$ cat config.mk
export PLATFORM = sky130hd
export DESIGN_NAME = mem_line_ctrl
export DESIGN_NICKNAME = d
export VERILOG_FILES = /design/src/rtl/mem_line_ctrl.sv
export SDC_FILE = /design/constraint.sdc
export NUM_CORES = 1
export LEC_CHECK = 0
export ABC_AREA = 1
export BUFFER_PORTS_ARGS = -buffer_cell sky130_fd_sc_hd__buf_2
export CAP_MARGIN = 20
export CELL_PAD_IN_SITES_DETAIL_PLACEMENT = 1
export CELL_PAD_IN_SITES_GLOBAL_PLACEMENT = 1
export CORE_AREA = 2 2 214 216
export DETAILED_ROUTE_END_ITERATION = 7
export DIE_AREA = 0 0 216 218
export GPL_ROUTABILITY_DRIVEN = 0
export PLACE_DENSITY_LB_ADDON = 0.15
export SLEW_MARGIN = 0
export SYNTH_ARGS = -nofsm -noshare
export SYNTH_HDL_FRONTEND = slang
export SYNTH_SLANG_ARGS = --single-unit
export TNS_END_PERCENT = 100
$ cat constraint.sdc
create_clock -name clk -period 2.6 [get_ports clk]
set_clock_uncertainty 0.2 [all_clocks]
set_input_delay 0.13 -clock clk [delete_from_list [all_inputs] [get_ports clk]]
set_output_delay 0.13 -clock clk [all_outputs]
set_load 0.005 [all_outputs]
$ cat src/rtl/mem_line_ctrl.sv
// mem_line_ctrl: cache-line sequencer sitting between the cache controller and the
// byte-wide main memory. One line fill or writeback is accepted at a time, split into
// LINE_BYTES single-byte memory accesses, and finished with a one-cycle resp_valid pulse.
// Optional feature: define MEM_LINE_CTRL_CWF_EN for critical-word-first ordering, where
// the byte accesses start at the request offset and wrap around inside the line.
module mem_line_ctrl #(
    parameter int PA_WIDTH   = 20,
    parameter int LINE_BYTES = 16,
    parameter int WIDTH      = 8
) (
    input  logic                        clk,
    input  logic                        rst,
    input  logic                        req_valid,
    output logic                        req_ready,
    input  logic                        req_we,
    input  logic [PA_WIDTH-1:0]         req_addr,
    input  logic [LINE_BYTES*WIDTH-1:0] req_wdata,
    output logic                        resp_valid,
    output logic [LINE_BYTES*WIDTH-1:0] resp_rdata,
    output logic [PA_WIDTH-1:0]         mem_addr,
    output logic                        mem_rd_en,
    output logic                        mem_wr_en,
    output logic [WIDTH-1:0]            mem_wr_data,
    input  logic [WIDTH-1:0]            mem_rd_data
);

    localparam int OFF_W  = $clog2(LINE_BYTES);
    localparam int TAG_W  = PA_WIDTH - OFF_W;
    localparam int LINE_W = LINE_BYTES * WIDTH;
    localparam logic [OFF_W-1:0] LAST_IDX = OFF_W'(LINE_BYTES - 1);

    typedef enum logic [2:0] {
        IDLE,
        READ,
        DRAIN,
        WRITE,
        RESP
    } state_t;

    state_t              state_q, state_d;
    logic [TAG_W-1:0]    lineTag_q, lineTag_d;
    logic [OFF_W-1:0]    startIdx_q, startIdx_d;
    logic [OFF_W-1:0]    count_q, count_d;
    logic [LINE_W-1:0]   lineBuf_q, lineBuf_d;
    logic [PA_WIDTH-1:0] memAddr_q, memAddr_d;
    logic                memRdEn_q, memRdEn_d;
    logic                memWrEn_q, memWrEn_d;
    logic [WIDTH-1:0]    memWrData_q, memWrData_d;
    logic                respValid_q, respValid_d;
    logic [LINE_W-1:0]   respRdata_q, respRdata_d;

    logic [OFF_W-1:0]    reqStart;
    logic [OFF_W-1:0]    issueIdx;
    logic [OFF_W-1:0]    returnLane;

`ifdef MEM_LINE_CTRL_CWF_EN
    assign reqStart = req_addr[OFF_W-1:0];
`else
    logic unusedReqOffset;
    assign reqStart        = '0;
    assign unusedReqOffset = ^req_addr[OFF_W-1:0];
`endif

    // The counter only says how many bytes have gone out; the byte actually touched is
    // the start index plus that count, which wraps inside the line by construction.
    assign issueIdx = startIdx_q + count_q;

    // A byte returned by memory belongs to the lane of the address strobed last cycle,
    // so the lane follows the registered address rather than the counter.
    assign returnLane = memAddr_q[OFF_W-1:0];

    assign req_ready   = (state_q == IDLE) && !rst;
    assign resp_valid  = respValid_q;
    assign resp_rdata  = respRdata_q;
    assign mem_addr    = memAddr_q;
    assign mem_rd_en   = memRdEn_q;
    assign mem_wr_en   = memWrEn_q;
    assign mem_wr_data = memWrData_q;

    // Next-state and next-output computation for the line sequencer.
    always_comb begin
        state_d     = state_q;
        lineTag_d   = lineTag_q;
        startIdx_d  = startIdx_q;
        count_d     = count_q;
        lineBuf_d   = lineBuf_q;
        memAddr_d   = memAddr_q;
        memRdEn_d   = 1'b0;
        memWrEn_d   = 1'b0;
        memWrData_d = memWrData_q;
        respValid_d = 1'b0;
        respRdata_d = respRdata_q;

        if (memRdEn_q) begin
            lineBuf_d[int'(returnLane)*WIDTH +: WIDTH] = mem_rd_data;
        end

        case (state_q)
            IDLE: begin
                if (req_valid) begin
                    lineTag_d  = req_addr[PA_WIDTH-1:OFF_W];
                    startIdx_d = reqStart;
                    if (req_we) begin
                        // The first write byte goes out on the accepting edge so the
                        // whole writeback fits in LINE_BYTES edges.
                        lineBuf_d   = req_wdata;
                        memWrEn_d   = 1'b1;
                        memAddr_d   = {req_addr[PA_WIDTH-1:OFF_W], reqStart};
                        memWrData_d = req_wdata[int'(reqStart)*WIDTH +: WIDTH];
                        count_d     = OFF_W'(1);
                        state_d     = WRITE;
                    end else begin
                        count_d = '0;
                        state_d = READ;
                    end
                end
            end

            READ: begin
                memRdEn_d = 1'b1;
                memAddr_d = {lineTag_q, issueIdx};
                count_d   = count_q + OFF_W'(1);
                if (count_q == LAST_IDX) begin
                    state_d = DRAIN;
                end
            end

            DRAIN: begin
                respRdata_d = lineBuf_d;
                respValid_d = 1'b1;
                state_d     = RESP;
            end

            WRITE: begin
                if (count_q == '0) begin
                    respValid_d = 1'b1;
                    state_d     = RESP;
                end else begin
                    memWrEn_d   = 1'b1;
                    memAddr_d   = {lineTag_q, issueIdx};
                    memWrData_d = lineBuf_q[int'(issueIdx)*WIDTH +: WIDTH];
                    count_d     = count_q + OFF_W'(1);
                end
            end

            RESP: begin
                state_d = IDLE;
            end

            default: begin
                state_d = IDLE;
            end
        endcase
    end

    // State and registered outputs; reset aborts any line in flight and clears the read line.
    always_ff @(posedge clk) begin
        if (rst) begin
            state_q     <= IDLE;
            lineTag_q   <= '0;
            startIdx_q  <= '0;
            count_q     <= '0;
            lineBuf_q   <= '0;
            memAddr_q   <= '0;
            memRdEn_q   <= 1'b0;
            memWrEn_q   <= 1'b0;
            memWrData_q <= '0;
            respValid_q <= 1'b0;
            respRdata_q <= '0;
        end else begin
            state_q     <= state_d;
            lineTag_q   <= lineTag_d;
            startIdx_q  <= startIdx_d;
            count_q     <= count_d;
            lineBuf_q   <= lineBuf_d;
            memAddr_q   <= memAddr_d;
            memRdEn_q   <= memRdEn_d;
            memWrEn_q   <= memWrEn_d;
            memWrData_q <= memWrData_d;
            respValid_q <= respValid_d;
            respRdata_q <= respRdata_d;
        end
    end

endmodule

== Yosys cells after proc, flatten, opt, wreduce, memory -nomap -nowiden ==
Index checks and enable logic that the tools add are counted.
Widths: inputs -> output; s select.
Storage, ports and cells
  register bits: 310
Cells by class
  add/sub/neg operators: 2
  equal/unequal tests: 9
  shift-type cells: 3
  mux-type cells: 29
  reductions and logical operators: 11
Operators with widths (number)
  $mux 128: 4
  $bwmux 128: 1
  $shift 8x33->128 const A: 1
  $shiftx 128x8->8: 1
  $shiftx 8x33->128: 1
  $mux 20: 3
  $pmux 20 s3: 1
  $neg 7->33: 1
  $mux 8: 3
  $pmux 8 s2: 1
  $pmux 3 s4: 1
  $pmux 4 s3: 1
  $ne 2x2->1 const B: 5
  $mux 3: 3
  $mux 4: 2
  $reduce_and 4->1: 2
  $eq 3x2->1 const B: 2
  $mux 1: 6
  $reduce_and 3->1: 2
  $add 4x1->4 const B: 1
  $eq 4x4->1 const B: 1
  $logic_not 4->1: 1
  $pmux 1 s2: 2
  $eq 3x1->1 const B: 1
  7 further kinds: 7

== Logic depth before layout (Yosys ltp) ==
  depth in word-level cells: 7
  mapped depth: 14

== Worst setup path after synthesis ==
No wires, ideal clock.
  path kind: register -> register
  start point: register count_q[1]
  end point: register memAddr_q[1], in the netlist mem_addr[1]
  clock period less this slack: 2.458 ns
  setup time: 0.070 ns
  arrival time: 2.188 ns
  buffers on the path: 3
  setup slack: 0.142 ns
  cell stages (with the launch flop): 12
  cells stage by stage: dfxtp_1 -> clkbuf_1 -> clkinv_1 -> clkbuf_1 -> ha_1 -> nand3_1 -> or2_2 -> nand3_1 -> nor2_2 -> clkbuf_1 -> nand3_1 -> a21oi_1
Between the ends
  longest elaborated chain between the ends: 3
  elaborated cells on any way between the ends: 5
RTL lines
  from (decl): RTL line 43  | logic [OFF_W-1:0] count_q, count_d;
  from (signal assigned): RTL line 174  | count_q <= count_d;
  $logic_not 4->1: RTL line 135  | if (count_q == '0) begin
  $ne 2x2->1 (no source line)
  $reduce_and 4->1 (no source line)
  to (signal assigned): RTL line 176  | memAddr_q <= memAddr_d;
  to (decl): RTL line 45  | logic [PA_WIDTH-1:0] memAddr_q, memAddr_d;
Several ways; a longest one is shown, not always the timed one. The select of a mux whose other input is x is not followed.
A chain may end at the register's enable or synchronous reset.

== Worst setup path after layout ==
  start point: register state_q[2]
  end point: register memWrData_q[4], in the netlist mem_wr_data[4]
Between the ends
  longest elaborated chain between the ends: 3
  elaborated cells on any way between the ends: 8
RTL lines
  from (decl): RTL line 40  | state_t state_q, state_d;
  from (signal assigned): RTL line 171  | state_q <= state_d;
  $eq 3x2->1 or $logic_not 3->1 (tied branches): RTL line 98  | case (state_q)
  $ne 2x2->1 (no source line) or $reduce_bool 2->1 (tied branches)
  $reduce_and 4->1 (no source line)
  to (signal assigned): RTL line 179  | memWrData_q <= memWrData_d;
  to (decl): RTL line 48  | logic [WIDTH-1:0] memWrData_q, memWrData_d;
Several ways; a longest one is shown, not always the timed one.

==> flow_metrics.py <==
metrics = {
    "worst_setup_path": {
        "crit_top_cell": "nand2_1",
        "worst-path-buf-inv": 1,
        "cp-end-kind": "register",
        "critPathMaxStageDelay_ns": 0.38,
        "r2r_slack_ns": 0.13,
        "critical_path.top_delay_family": "simple AND/OR/NAND/NOR gates",
        "reg2reg_depth": 9,
        "crit_chain": "nor2_1 -> nand2_1 -> nor2_1 -> nand2_4 -> nand2_1 -> clkinv_1 -> a21oi_1 -> nand2_1 -> a21oi_1",
        "cp_data_required_time_ns": 2.88,
        "startpoint_type": "register",
        "cp_max_fo": 13,
        "reg2reg_to": "mem_wr_data[4]",
        "crit_arrival_ns": 2.75,
        "cpMaxStageDelayCell": "dfxtp_1",
        "reg2reg_from": "state_q[2]",
        "path_class": "register to register",
    },
    "yosys": {
        "async_flop_share": 0,
        "yosysSeqAreaShare": 0.4011,
        "netlist.area_leader.share": 0.4011,
        "synth_cells": 2386,
        "synth-edff-count": 0,
        "synth_nets": 2550,
        "avgSynthCellArea_um2": 6.484,
        "netlist_area_um2": 15470,
        "synthFlopType": "dfxtp_1",
        "synth_area_leaders": "dfxtp_1, nand2_1, nand3_1",
        "synth_top_area_cell": "dfxtp_1",
        "yosysWarningCount": 0,
        "ys_types": 33,
        "ys_seq_elements": 310,
    },
    "detailed_routing": {
        "via_per_inst": 5.080,
        "wirelength_um": 69330,
        "drc_errors": 0,
        "ant_nets": 0,
        "drt_pre_antenna_iters": 5,
        "vias": 17527,
        "drt-initial-drc-count": 1179,
        "wl_per_cell_um": 20.10,
    },
    "die": {
        "core_area_um2": 44890,
        "start_util": 0.3446,
        "rows": 78,
        "dieArea_um2": 47090,
        "die_h_um": 218,
        "io_pins": 320,
        "fp.dieW_um": 216,
    },
    "global_routing": {
        "grt_max_degree": 140,
        "grt_use_total": 0.2883,
        "grt_pass1_wl_um": 104300,
        "grt_antenna_before_repair": 2,
        "grt_pass1_vias": 18022,
        "grt.overflow.total": 0,
    },
    "final_layout": {
        "drive_gt1_frac": 0.1692,
        "final_cells": 3450,
        "area_delta_synth_final_pct": 34.10,
        "nNetsFinal": 2987,
        "post-route-util": 0.4621,
    },
    "sta": {
        "setup_viol": 0,
        "tightest_slew_ns": 0.9884,
        "setup-tns-final_ns": 0,
        "grt_setup_unrepaired": "yes",
        "period_share": 0.9519,
        "max_slew_margin": 0.3403,
        "final.setup.worst_slack_ns": 0.1252,
        "hold_ws_ns": 0.2212,
        "hold_viol": 0,
        "max_freq_ghz": 0.4041,
        "min_period_ns": 2.475,
        "finalMaxSlewViolations": 0,
    },
    "power_and_ir_drop": {
        "power.switching_mw": 5.068,
        "powerDensity_nw_per_um2": 736.8,
        "netSwitchingFraction": 0.3316,
        "power_frac_seq": 0.383,
        "p_int_mw": 10.22,
        "p_leak_nw": 10.90,
        "p_clk_frac": 0.351,
        "vdd_ir_drop_max_uv": 372.5,
        "power_frac_comb": 0.266,
    },
    "clock_tree": {
        "clk_pin_slew_ns": 0.06,
        "numCtsBuffers": 38,
        "cts-htree-levels": 2,
        "cts_buffer_depth": 3,
        "root_buffer": "clkbuf_16",
        "cts.sinks": 310,
        "clk_latency_ns": 0.56,
        "cts_tree": "yes",
    },
    "placement": {
        "dp_slack_ns": -0.06108,
        "dpl.cell_count": 3226,
        "hpwlAfterDp_um": 49650,
        "port_buffers": 315,
    },
    "outcome": {
        "outcome": "finished, final reports clean",
    },
    "flow_run": {
        "max-cap-violations": 0,
    },
    "min_path": {
        "hp-class": "input pin to register",
        "hp-start": "req_wdata[28]",
        "whs_path_depth": 6,
        "hold_end": "lineBuf_q[28]",
    },
}
[layer usage]
layer | part of all wire | up-vias | wire [um] | track usage
met5 | 0 | - | 0 | 0
met4 | 0.043 | 0 | 2983 | 0.1315
met3 | 0.041 | 159 | 2840 | 0.03305
met2 | 0.49 | 480 | 33840 | 0.5003
met1 | 0.43 | 8455 | 29660 | 0.3586
li1 | - | 8433 | - | -
[power by group through the flow]
stage               sequential [mW]  combinational (mW)  clock (mW)
floorplan                      5.83                2.29           0
global placement               5.94                3.71           0
detailed placement             5.95                3.81           0
CTS                            5.86                4.03        5.46
global route                   5.92                4.52        5.65
finish                         5.86                4.07        5.36
[tightest hold or removal path: stages]
cell and delay [ns]:
dlygate4sd3_1 0.51, buf_2 0.10, nor2_1 0.03, nor2_1 0.08, nand2_1 0.06, inv_1 0.04
[cell usage after synthesis, drive strengths merged, types with 12 or more instances]
library cell / instances
nor3: 12
inv: 300
buf: 47
nand2: 480
dfxtp: 310
nor2: 376
a21oi: 76
o21ai: 209
clkbuf: 102
o21a: 88
o21bai: 32
nand3: 331
[placed cells by master (no fill, tap or decap), types with 5 or more instances in the layout]
cell type / instances
buf_12: 11
clkbuf_8: 13
nor3_1: 11
nor2_1: 368
inv_1: 296
o21ai_0: 183
buf_4: 65
clkbuf_16: 41
nand2_1: 467
clkbuf_1: 8
dlygate4sd3_1: 155
nand3_1: 331
o21ai_1: 21
nand2_2: 9
o21ai_2: 5
buf_2: 314
nand4_1: 7
o21bai_1: 32
a21oi_1: 76
o21a_1: 88
dfxtp_1: 309
[layout make-up]
type	instances	area [um2]
tap	600	750.7
inverter	304	1145
multi-input combinational	1623	7543
clock buffer	62	1235
clock inverter	3	17.52
timing repair buffer	546	3842
fill	5837	24150
antenna	2	5.005
sequential	310	6207
[repair_timing]
action                     CTS  global route
buffers inserted             0             2
resized for setup            1            10
setup endpoints to repair   16            52
hold buffers               155             0
hold endpoints to repair   185             0
pin swaps                    0             0
[cell families after synthesis]
family / after synthesis / share of synthesized area
AOI/OAI and AO/OA: 408 / 0.1532
and+or+nand+nor: 1209 / 0.3275
buffers and inverters: 453 / 0.1133
adders and majority gates: 4 / 0.003235
xor gates and xnor gates: 2 / 0.001618
DFF: 310 / 0.4011
[how the worst max path moves through the flow]
stage / startpoint / endpoint / slack, ns / depth (start not counted)
after floorplan: count_q[1] / mem_addr[1] / 0.14 / 11
after global placement: count_q[1] / mem_addr[6] / 0.04 / 10
after detailed placement: state_q[2] / mem_addr[12] / -0.06 / 10
after CTS: mem_addr[0] / resp_rdata[43] / 0.06 / 11
after global routing: mem_addr[0] / lineBuf_q[38] / -0.006 / 12
final: state_q[2] / mem_wr_data[4] / 0.13 / 9
[metrics by stage]
step                      instance area, um2  total power [mW]
after floorplan                        15470             8.112
after global placement                 17900             9.647
after detailed placement               17900             9.765
after CTS                              20710             15.35
after global routing                   20750             16.08
final                                  20750             15.29
[sequential cells by signal, summed over array words and instances (netlist names)]
register	cells
lineBuf_q	128
resp_rdata	128
mem_addr	20
lineTag_q	16
mem_wr_data	8
count_q	4
state_q	3
mem_rd_en	1
mem_wr_en	1
resp_valid	1
No activity file was read; power rests on OpenSTA's default activity.
